## src/rtl/muldiv_seq.sv

```systemverilog
// Sequential RV32M multiply/divide unit: radix-2 shift-add multiply and restoring
// divide on operand magnitudes, 32 iterations plus one sign-fix cycle.
module muldiv_seq (
  input  logic        clk,
  input  logic        rst,
  input  logic        start,
  input  logic [2:0]  op,
  input  logic [31:0] operand_a,
  input  logic [31:0] operand_b,
  input  logic        flush,
  output logic        busy,
  output logic        done,
  output logic [31:0] result
);

  localparam int unsigned XLEN = 32;
  localparam int unsigned PW   = 2 * XLEN;
  localparam int unsigned CW   = 6;
  localparam logic [CW-1:0] LAST_ITER = CW'(31);

  localparam logic [2:0] OP_MUL    = 3'b000;
  localparam logic [2:0] OP_MULH   = 3'b001;
  localparam logic [2:0] OP_MULHSU = 3'b010;
  localparam logic [2:0] OP_DIV    = 3'b100;
  localparam logic [2:0] OP_REM    = 3'b110;

  localparam logic [XLEN-1:0] INT_MIN = 32'h8000_0000;
  localparam logic [XLEN-1:0] ALL_ONE = 32'hFFFF_FFFF;

  typedef enum logic [1:0] {
    S_IDLE = 2'd0,
    S_CALC = 2'd1,
    S_FIX  = 2'd2,
    S_DONE = 2'd3
  } state_e;

  state_e          state_q, state_d;
  logic [CW-1:0]   cnt_q, cnt_d;
  logic [2:0]      op_q, op_d;
  logic            neg_q, neg_d;
  logic [XLEN-1:0] b_q, b_d;
  logic [PW-1:0]   acc_q, acc_d;
  logic            busy_q, busy_d;
  logic            done_q, done_d;
  logic [XLEN-1:0] result_q, result_d;

  // Operand sign handling on the input side (used only at acceptance)
  logic            a_signed, b_signed, a_neg, b_neg, neg_in;
  logic [XLEN-1:0] a_mag, b_mag;
  logic            div_by_zero, div_ovf, fast_path;
  logic [XLEN-1:0] fast_res;

  assign a_signed = (op == OP_MUL) || (op == OP_MULH) || (op == OP_MULHSU) ||
                    (op == OP_DIV) || (op == OP_REM);
  assign b_signed = (op == OP_MUL) || (op == OP_MULH) ||
                    (op == OP_DIV) || (op == OP_REM);
  assign a_neg    = a_signed & operand_a[XLEN-1];
  assign b_neg    = b_signed & operand_b[XLEN-1];
  assign a_mag    = a_neg ? XLEN'(-operand_a) : operand_a;
  assign b_mag    = b_neg ? XLEN'(-operand_b) : operand_b;

  // Division: op[0]=1 is unsigned, op[1]=1 selects the remainder
  assign neg_in = op[2] ? (op[0] ? 1'b0 : (op[1] ? a_neg : (a_neg ^ b_neg)))
                        : (a_neg ^ b_neg);

  assign div_by_zero = op[2] && (operand_b == '0);
  assign div_ovf     = op[2] && !op[0] && (operand_a == INT_MIN) && (operand_b == ALL_ONE);
  assign fast_path   = div_by_zero || div_ovf;
  assign fast_res    = div_by_zero ? (op[1] ? operand_a : ALL_ONE)
                                   : (op[1] ? '0 : INT_MIN);

  // One shift-add step: acc = {partial_sum, remaining_multiplier}
  logic [XLEN:0]   mul_sum;
  logic [PW-1:0]   mul_next;

  assign mul_sum  = {1'b0, acc_q[PW-1:XLEN]} + (acc_q[0] ? {1'b0, b_q} : '0);
  assign mul_next = {mul_sum, acc_q[XLEN-1:1]};

  // One restoring-divide step: acc = {partial_remainder, dividend/quotient bits}
  logic [XLEN:0]   div_rem_sh;
  logic [XLEN+1:0] div_diff;
  logic            div_ge;
  logic [PW-1:0]   div_next;
  logic            unused_div_msb;

  assign div_rem_sh     = {acc_q[PW-1:XLEN], acc_q[XLEN-1]};
  assign div_diff       = {1'b0, div_rem_sh} - {2'b00, b_q};
  assign div_ge         = ~div_diff[XLEN+1];
  assign div_next       = {(div_ge ? div_diff[XLEN-1:0] : div_rem_sh[XLEN-1:0]),
                           acc_q[XLEN-2:0], div_ge};
  assign unused_div_msb = div_diff[XLEN];

  // Sign correction and result selection
  logic [PW-1:0]   prod_fix;
  logic [XLEN-1:0] div_sel, div_fix, fix_res;

  assign prod_fix = neg_q ? PW'(-acc_q) : acc_q;
  assign div_sel  = op_q[1] ? acc_q[PW-1:XLEN] : acc_q[XLEN-1:0];
  assign div_fix  = neg_q ? XLEN'(-div_sel) : div_sel;
  assign fix_res  = op_q[2] ? div_fix
                  : ((op_q[1:0] == 2'b00) ? prod_fix[XLEN-1:0] : prod_fix[PW-1:XLEN]);

  // Next-state and output logic
  always_comb begin
    state_d  = state_q;
    cnt_d    = cnt_q;
    op_d     = op_q;
    neg_d    = neg_q;
    b_d      = b_q;
    acc_d    = acc_q;
    result_d = result_q;
    busy_d   = 1'b0;
    done_d   = 1'b0;

    if (flush) begin
      state_d = S_IDLE;
    end else begin
      unique case (state_q)
        S_IDLE: begin
          if (start) begin
            op_d  = op;
            neg_d = neg_in;
            b_d   = b_mag;
            acc_d = {{XLEN{1'b0}}, a_mag};
            cnt_d = '0;
            if (fast_path) begin
              result_d = fast_res;
              state_d  = S_DONE;
            end else begin
              state_d  = S_CALC;
            end
          end
        end
        S_CALC: begin
          acc_d = op_q[2] ? div_next : mul_next;
          if (cnt_q == LAST_ITER) begin
            state_d = S_FIX;
          end else begin
            cnt_d = cnt_q + CW'(1);
          end
        end
        S_FIX: begin
          result_d = fix_res;
          state_d  = S_DONE;
        end
        S_DONE: begin
          state_d = S_IDLE;
        end
        default: begin
          state_d = S_IDLE;
        end
      endcase
    end

    busy_d = (state_d == S_CALC) || (state_d == S_FIX);
    done_d = (state_d == S_DONE);
  end

  always_ff @(posedge clk) begin
    if (rst) begin
      state_q  <= S_IDLE;
      cnt_q    <= '0;
      op_q     <= '0;
      neg_q    <= 1'b0;
      b_q      <= '0;
      acc_q    <= '0;
      busy_q   <= 1'b0;
      done_q   <= 1'b0;
      result_q <= '0;
    end else begin
      state_q  <= state_d;
      cnt_q    <= cnt_d;
      op_q     <= op_d;
      neg_q    <= neg_d;
      b_q      <= b_d;
      acc_q    <= acc_d;
      busy_q   <= busy_d;
      done_q   <= done_d;
      result_q <= result_d;
    end
  end

  assign busy   = busy_q;
  assign done   = done_q;
  assign result = result_q;

endmodule

```

## config.mk

```make
export PLATFORM = sky130hd
export DESIGN_NAME = muldiv_seq
export DESIGN_NICKNAME = d
export VERILOG_FILES = /design/src/rtl/muldiv_seq.sv
export SDC_FILE = /design/constraint.sdc
export NUM_CORES = 1
export LEC_CHECK = 0
export ABC_CLOCK_PERIOD_IN_PS = 5400
export CELL_PAD_IN_SITES_DETAIL_PLACEMENT = 0
export CELL_PAD_IN_SITES_GLOBAL_PLACEMENT = 2
export CORE_UTILIZATION = 35
export DETAILED_ROUTE_END_ITERATION = 10
export PLACE_DENSITY = 0.79
export SKIP_CTS_REPAIR_TIMING = 1
export SLEW_MARGIN = 40
export SYNTH_ARGS = -nofsm -noshare
export SYNTH_HDL_FRONTEND = slang
export SYNTH_SLANG_ARGS = --single-unit
```

## constraint.sdc

```tcl
create_clock -name clk -period 5.4 [get_ports clk]
set_input_delay 1.08 -clock clk [delete_from_list [all_inputs] [get_ports clk]]
set_output_delay 1.08 -clock clk [all_outputs]
set_load 0.02 [all_outputs]
```

; Word level (Yosys, flattened, before mapping)
; Index checks and enable logic that the tools add are counted.
[totals]
ff_bits = 142
inputBits = 71
[op_classes]
n_addsub = 7
n_eq_ne = 16
mux = 29
n_bitwise = 5
n_reduce_logical = 23
[ops]
columns = operator, count
row1 = $mux 32, 13
row2 = $mux 64, 3
row3 = $pmux 64 s2, 1
row4 = $neg 32->32, 3
row5 = $eq 32x32->1 const B, 2
row6 = $neg 64->64, 1
row7 = $pmux 32 s2, 1
row8 = $sub 33x32->34, 1
row9 = $add 32x32->33, 1
row10 = $logic_not 32->1, 1
row11 = $mux 6, 2
row12 = $pmux 6 s2, 1
row13 = $eq 2x2->1 const B, 4
row14 = $logic_or 1x1->1, 8
row15 = $mux 2, 4
row16 = $pmux 2 s4, 1
row17 = $reduce_and 4->1, 2
row18 = $add 6x1->6 const B, 1
row19 = $eq 3x3->1 const B, 2
row20 = $eq 6x5->1 const B, 1
row21 = $ne 2x2->1 const B, 3
row22 = $reduce_and 3->1, 2
row23 = $eq 2x1->1 const B, 2
row24 = $logic_and 1x1->1, 4
row25 = other kinds (10), 16

; Depth between registers and ports, before layout
[depth]
ltp_word = 11
depth_mapped = 16
ltp_nobuf = 14

; Worst setup path after synthesis
; OpenSTA, ideal clock, no wires.
[synth_path]
kind = flip-flop to flip-flop
from = reg op_q[1]
to = reg result_q[26], in the netlist result[26]
setup_time_ns = 0.136
arrival_time_ns = 4.285
slack_ns = 0.980
path_stages_with_launch = 16
synth_period_minus_slack_ns = 4.420
path_cell_list = dfxtp_1 buf_2 buf_1 buf_1 buf_2 buf_1 mux2i_1 ha_1 o21ai_0 or2_2 or4_1 or2_2 o31ai_1 xor2_1 a221oi_1 a211oi_1
[synth_via]
elab_chain_cells = 5
elab_cells_between_ends = 7
cone_classes = add/sub (1) / mux (5) / reduce/logical (1)
[synth_lines]
columns = element, line
row1 = from (decl), 39  ; logic [2:0] op_q, op_d;
row2 = from (signal assigned), 173  ; op_q <= op_d;
row3 = $mux 32, 98  ; assign div_sel = op_q[1] ? acc_q[PW-1:XLEN] : acc_q[XLEN-1:0];
row4 = $neg 32->32, 99  ; assign div_fix = neg_q ? XLEN'(-div_sel) : div_sel;
row5 = $mux 32, 99
row6 = $mux 32 (*), 100  ; assign fix_res = op_q[2] ? div_fix
row7 = $pmux 32 s2 (*), 118  ; unique case (state_q)
row8 = to (signal assigned), 179  ; result_q <= result_d;
row9 = to (decl), 45  ; logic [XLEN-1:0] result_q, result_d;
; Mark *: on every way between the ends. The rest lies on a longest branch, timed or not.
; A chain may end at the register's enable or synchronous reset.

; Final worst setup path
[layout_path]
from = reg acc_q[0]
to = reg result_q[26], in the netlist result[26]
[layout_via]
elab_chain_cells = 5
elab_cells_between_ends = 8
cone_classes = add/sub (2) / mux (6)
[layout_lines]
columns = element, line
row1 = from (decl), 42  ; logic [PW-1:0] acc_q, acc_d;
row2 = from (signal assigned), 166  ; acc_q <= '0;
row3 = from (signal assigned), 176  ; acc_q <= acc_d;
row4 = $neg 64->64 or $mux 32 (tied branches), "97, 98"
row5 = $mux 64 or $neg 32->32 (tied branches), "97, 99"
row6 = $mux 32 (on tied branches), "101, 99"
row7 = $mux 32 (*), 100
row8 = $pmux 32 s2 (*), 118
; Marks and branches as above.

==> results by group <==
Routing
  – DRC Markers: 20
  – Met2 wire length: 28900 um
  – Via density per instance: roughly 6
  – Wl on met1: 26650 um
  – Drt initial violations: 1306
  – Remaining antenna violation count after routing: 0
  – Drt total wl: approximately 60000 um
  – WL/cell: around 23 um
  – Total length of routed met3 wires: roughly 3000 um
  – Via count: 15660
  – 1st-pass router iterations: 9
  – DR top layer: met5

Power and ir drop
  – Net Sw Power: ~1200 uW
  – Peak supply drop: 180.3 uV
  – PwrDens: ~200 mW/mm^2
  – Clock share of power: between 30 and 40%
  – Share of total power in combinational logic: 28.5%
  – Register share of total power: 35.0%
  – Lkg Pwr: 0.006062 uW
  – Internal Power: 2099 uW
  – Sw frac: 36.96%

STA
  – Tightest Pin Transition: roughly 0.91 ns
  – Minimum clock period: 4.482 ns
  – Fin. max-slew vios: 0
  – Fmax: around 0.22 GHz
  – # setup viols final: 0
  – Setup TNS: 0 ns
  – Fin crit share: about 83%
  – Final hold viol count: 0
  – Post-route clock skew: 0.01098 ns
  – Slew HR: 38.64%
  – RSZ-0062 raised after global routing: false

Final layout
  – Share of cells above drive strength 1: roughly 6.6%
  – Fill cell count: 4380
  – Final nets: between 2000 and 2500
  – Area growth from synthesis to layout: 14.16%
  – # diodes: 0
  – Post-route insts no fill: 2605

Setup path
  – Critical path endpoint category: flip-flop
  – WP data required: 5.77 ns
  – R2R Setup Slk: 0.92 ns
  – Reg2Reg Launch Point: acc_q[0]$_SDFFE_PP0P_
  – Arr. time, crit path: ~4.9 ns
  – Kind of critical path: reg -> reg
  – Critical-path maximum fanout: 8
  – Worst setup path start: acc_q[0]$_SDFFE_PP0P_
  – Startpoint Class: flip-flop

Logic synthesis
  – Synth Net Count: 2202
  – Top-count cell post-synth: nor2_1
  – Cell taking the most area after synthesis: dfxtp_1
  – Top cell type's share of synthesized area: 19.44%
  – Synthesis warning total: 0
  – Async set-reset flop share out of synthesis: 0%
  – Ys flop type: dfxtp_1
  – Syn Std Cell Area: between 0.01 and 0.015 mm^2
  – Top post-synthesis cells by count: nor2_1, a21oi_1, nand2_1
  – Area contributors post-synth: dfxtp_1, nor2_1, xnor2_1, a21oi_1, ha_1
  – Mean Syn Cell Area: 7.105 um^2
  – Register area share after synthesis: 19.44%
  – Mapped Cells: 2058
  – Synth unique cells: 85
  – Number of synthesized register bits: around 140
  – Post-synth EDFFs: 0

Die
  – Core area: 0.04102 mm^2
  – I/O pins: 105
  – # rows: 74
  – Die Span Y: just over 200 um
  – Die area: ~0.043 mm^2
  – Die width: 206.4 um
  – Starting Density: between 30% and 40%

Outcome
  – Status: finished with violations
  – Failing checks: design-rule violations

Worst hold path
  – Worst hold start: b_q[27]$_SDFFE_PP0P_
  – HP Class: reg -> reg

GRT
  – Total track usage: 28.42%
  – Vias in the first global route: 14810
  – First-pass GRT wire length: roughly 92000 um
  – Initial antenna violation count: 1
  – Largest net degree at the start of global routing: 65
  – Gr ovfl total: 0

CTS
  – Clk Latency, worst-skew pair: 0.47 ns
  – Max clock buf depth: 2
  – Root Driver: clkbuf_16
  – Worst-path clk slew: 0.07 ns
  – CTS tree: done
  – Num CTS Buffers: 17
  – Sink Count: 142
  – H-tree Lvls: 4

Place
  – Placed Cells: 2573
  – I/O Buffers: 104
  – RD Place Congestion: 0.9598
  – Detailed Place HPWL: 46150 um

Job
  – Max-Cap Viols: 0
[cell type report]
cell class              count  area [um^2]  share of cell area [%]
repair buffers            153         1439                   8.619
well taps                 532        665.6                   3.987
clock inverters            14        130.1                  0.7795
multi-input cells        1690        10960                   65.67
clock buffers              18        439.2                   2.631
flip-flops and latches    142         2846                   17.05
inverters                  56        211.5                   1.267
[power by group through the flow]
stage	Combinational, uW	Clock (uW)	Sequential [uW]
2_1_floorplan	668	0	1120
3_5_place_dp	938	0	1190
6_report	950	1210	1170
3_3_place_gp	934	0	1190
4_1_cts	943	1230	1170
5_1_grt	1030	1280	1170
[stage by stage]
| step | area (um^2) | setup slack [ns] | hold slack (ns) | utilization (%) | power, uW |
|---|---|---|---|---|---|
| 2_1_floorplan | 14620 | 0.9798 | 0.4419 | - | 1789 |
| 3_3_place_gp | 16070 | 0.7203 | 0.4661 | 39.18 | 2123 |
| 3_5_place_dp | 16120 | 0.6487 | 0.4778 | 39.29 | 2128 |
| 4_1_cts | 16690 | 0.9900 | 0.4983 | 40.68 | 3338 |
| 5_1_grt | 16690 | 0.6784 | 0.5072 | 40.70 | 3478 |
| 6_report | 16690 | 0.9180 | 0.4948 | 40.70 | 3329 |
[routing by layer]
metal,vias up,global-route usage [%]
li1,7502,-
met1,7590,36.04
met2,456,48.10
met3,106,4.084
met4,2,11.08
met5,-,0
[final timing paths]
path	endpoint	depth (start not counted)
hold / removal	b_q[27]$_SDFFE_PP0P_	1
setup / recovery	result[26]$_SDFFE_PP0P_	12
hold reg to reg	b_q[27]$_SDFFE_PP0P_	1
setup reg to reg	result[26]$_SDFFE_PP0P_	12
[kinds of logic after synthesis]
| group | share of synthesized area (%) |
|---|---|
| AO/OA/AOI/OAI | 29.43 |
| AND/OR/NAND/NOR | 22.85 |
| buffers and inverters | 6.109 |
| flip-flops | 19.44 |
| XOR/XNOR | 10.66 |
| adder cells (fa/ha/maj) | 6.349 |
| multiplexers | 5.160 |
[critical path: stages (launching register included)]
cell and delay [ns]:
dfxtp_1 0.47, inv_1 0.23, ha_1 0.22, nor3b_2 0.42, nand4_1 0.35, or4_1 0.81, nor4_2 0.34, inv_1 0.15
o311ai_1 0.25, a21oi_1 0.11, a211oi_1 0.60, a221oi_1 0.14, a211oi_1 0.29
[sequential cells by signal, summed over array words and instances (netlist names)]
signal	flops
busy	1
op_q	3
acc_q	64
done	1
neg_q	1
cnt_q	6
state_q	2
b_q	32
result	32
[placed cells by master (no fill, tap or decap), types with 8 or more instances in the layout]
master | synthesis | layout
a211oi_1 | 78 | 78
nor2_1 | 276 | 274
nand2_1 | 157 | 156
nor3_1 | 60 | 60
o31ai_1 | 26 | 25
a21o_1 | 34 | 34
mux2i_1 | 72 | 72
o21a_1 | 10 | 10
a22oi_1 | 23 | 23
nor2b_1 | 15 | 14
clkbuf_16 | 0 | 17
a31oi_1 | 19 | 19
a21oi_1 | 184 | 184
nand3_1 | 35 | 35
nand2b_1 | 25 | 25
buf_4 | 2 | 47
clkdlybuf4s50_1 | 0 | 103
a311oi_1 | 8 | 8
a22o_1 | 8 | 8
and2_1 | 8 | 8
dfxtp_1 | 142 | 139
ha_1 | 71 | 71
and3_1 | 11 | 11
or3_1 | 18 | 18
o21ai_0 | 147 | 147
nor4_1 | 23 | 21
or4_1 | 11 | 11
xnor2_1 | 109 | 109
a221oi_1 | 13 | 13
inv_1 | 55 | 55
nand4_1 | 27 | 27
o211ai_1 | 18 | 18
xor2_1 | 69 | 69
o41ai_1 | 13 | 13
a311oi_2 | 9 | 9
o21bai_1 | 8 | 8
(Power assumes the default switching activity.)
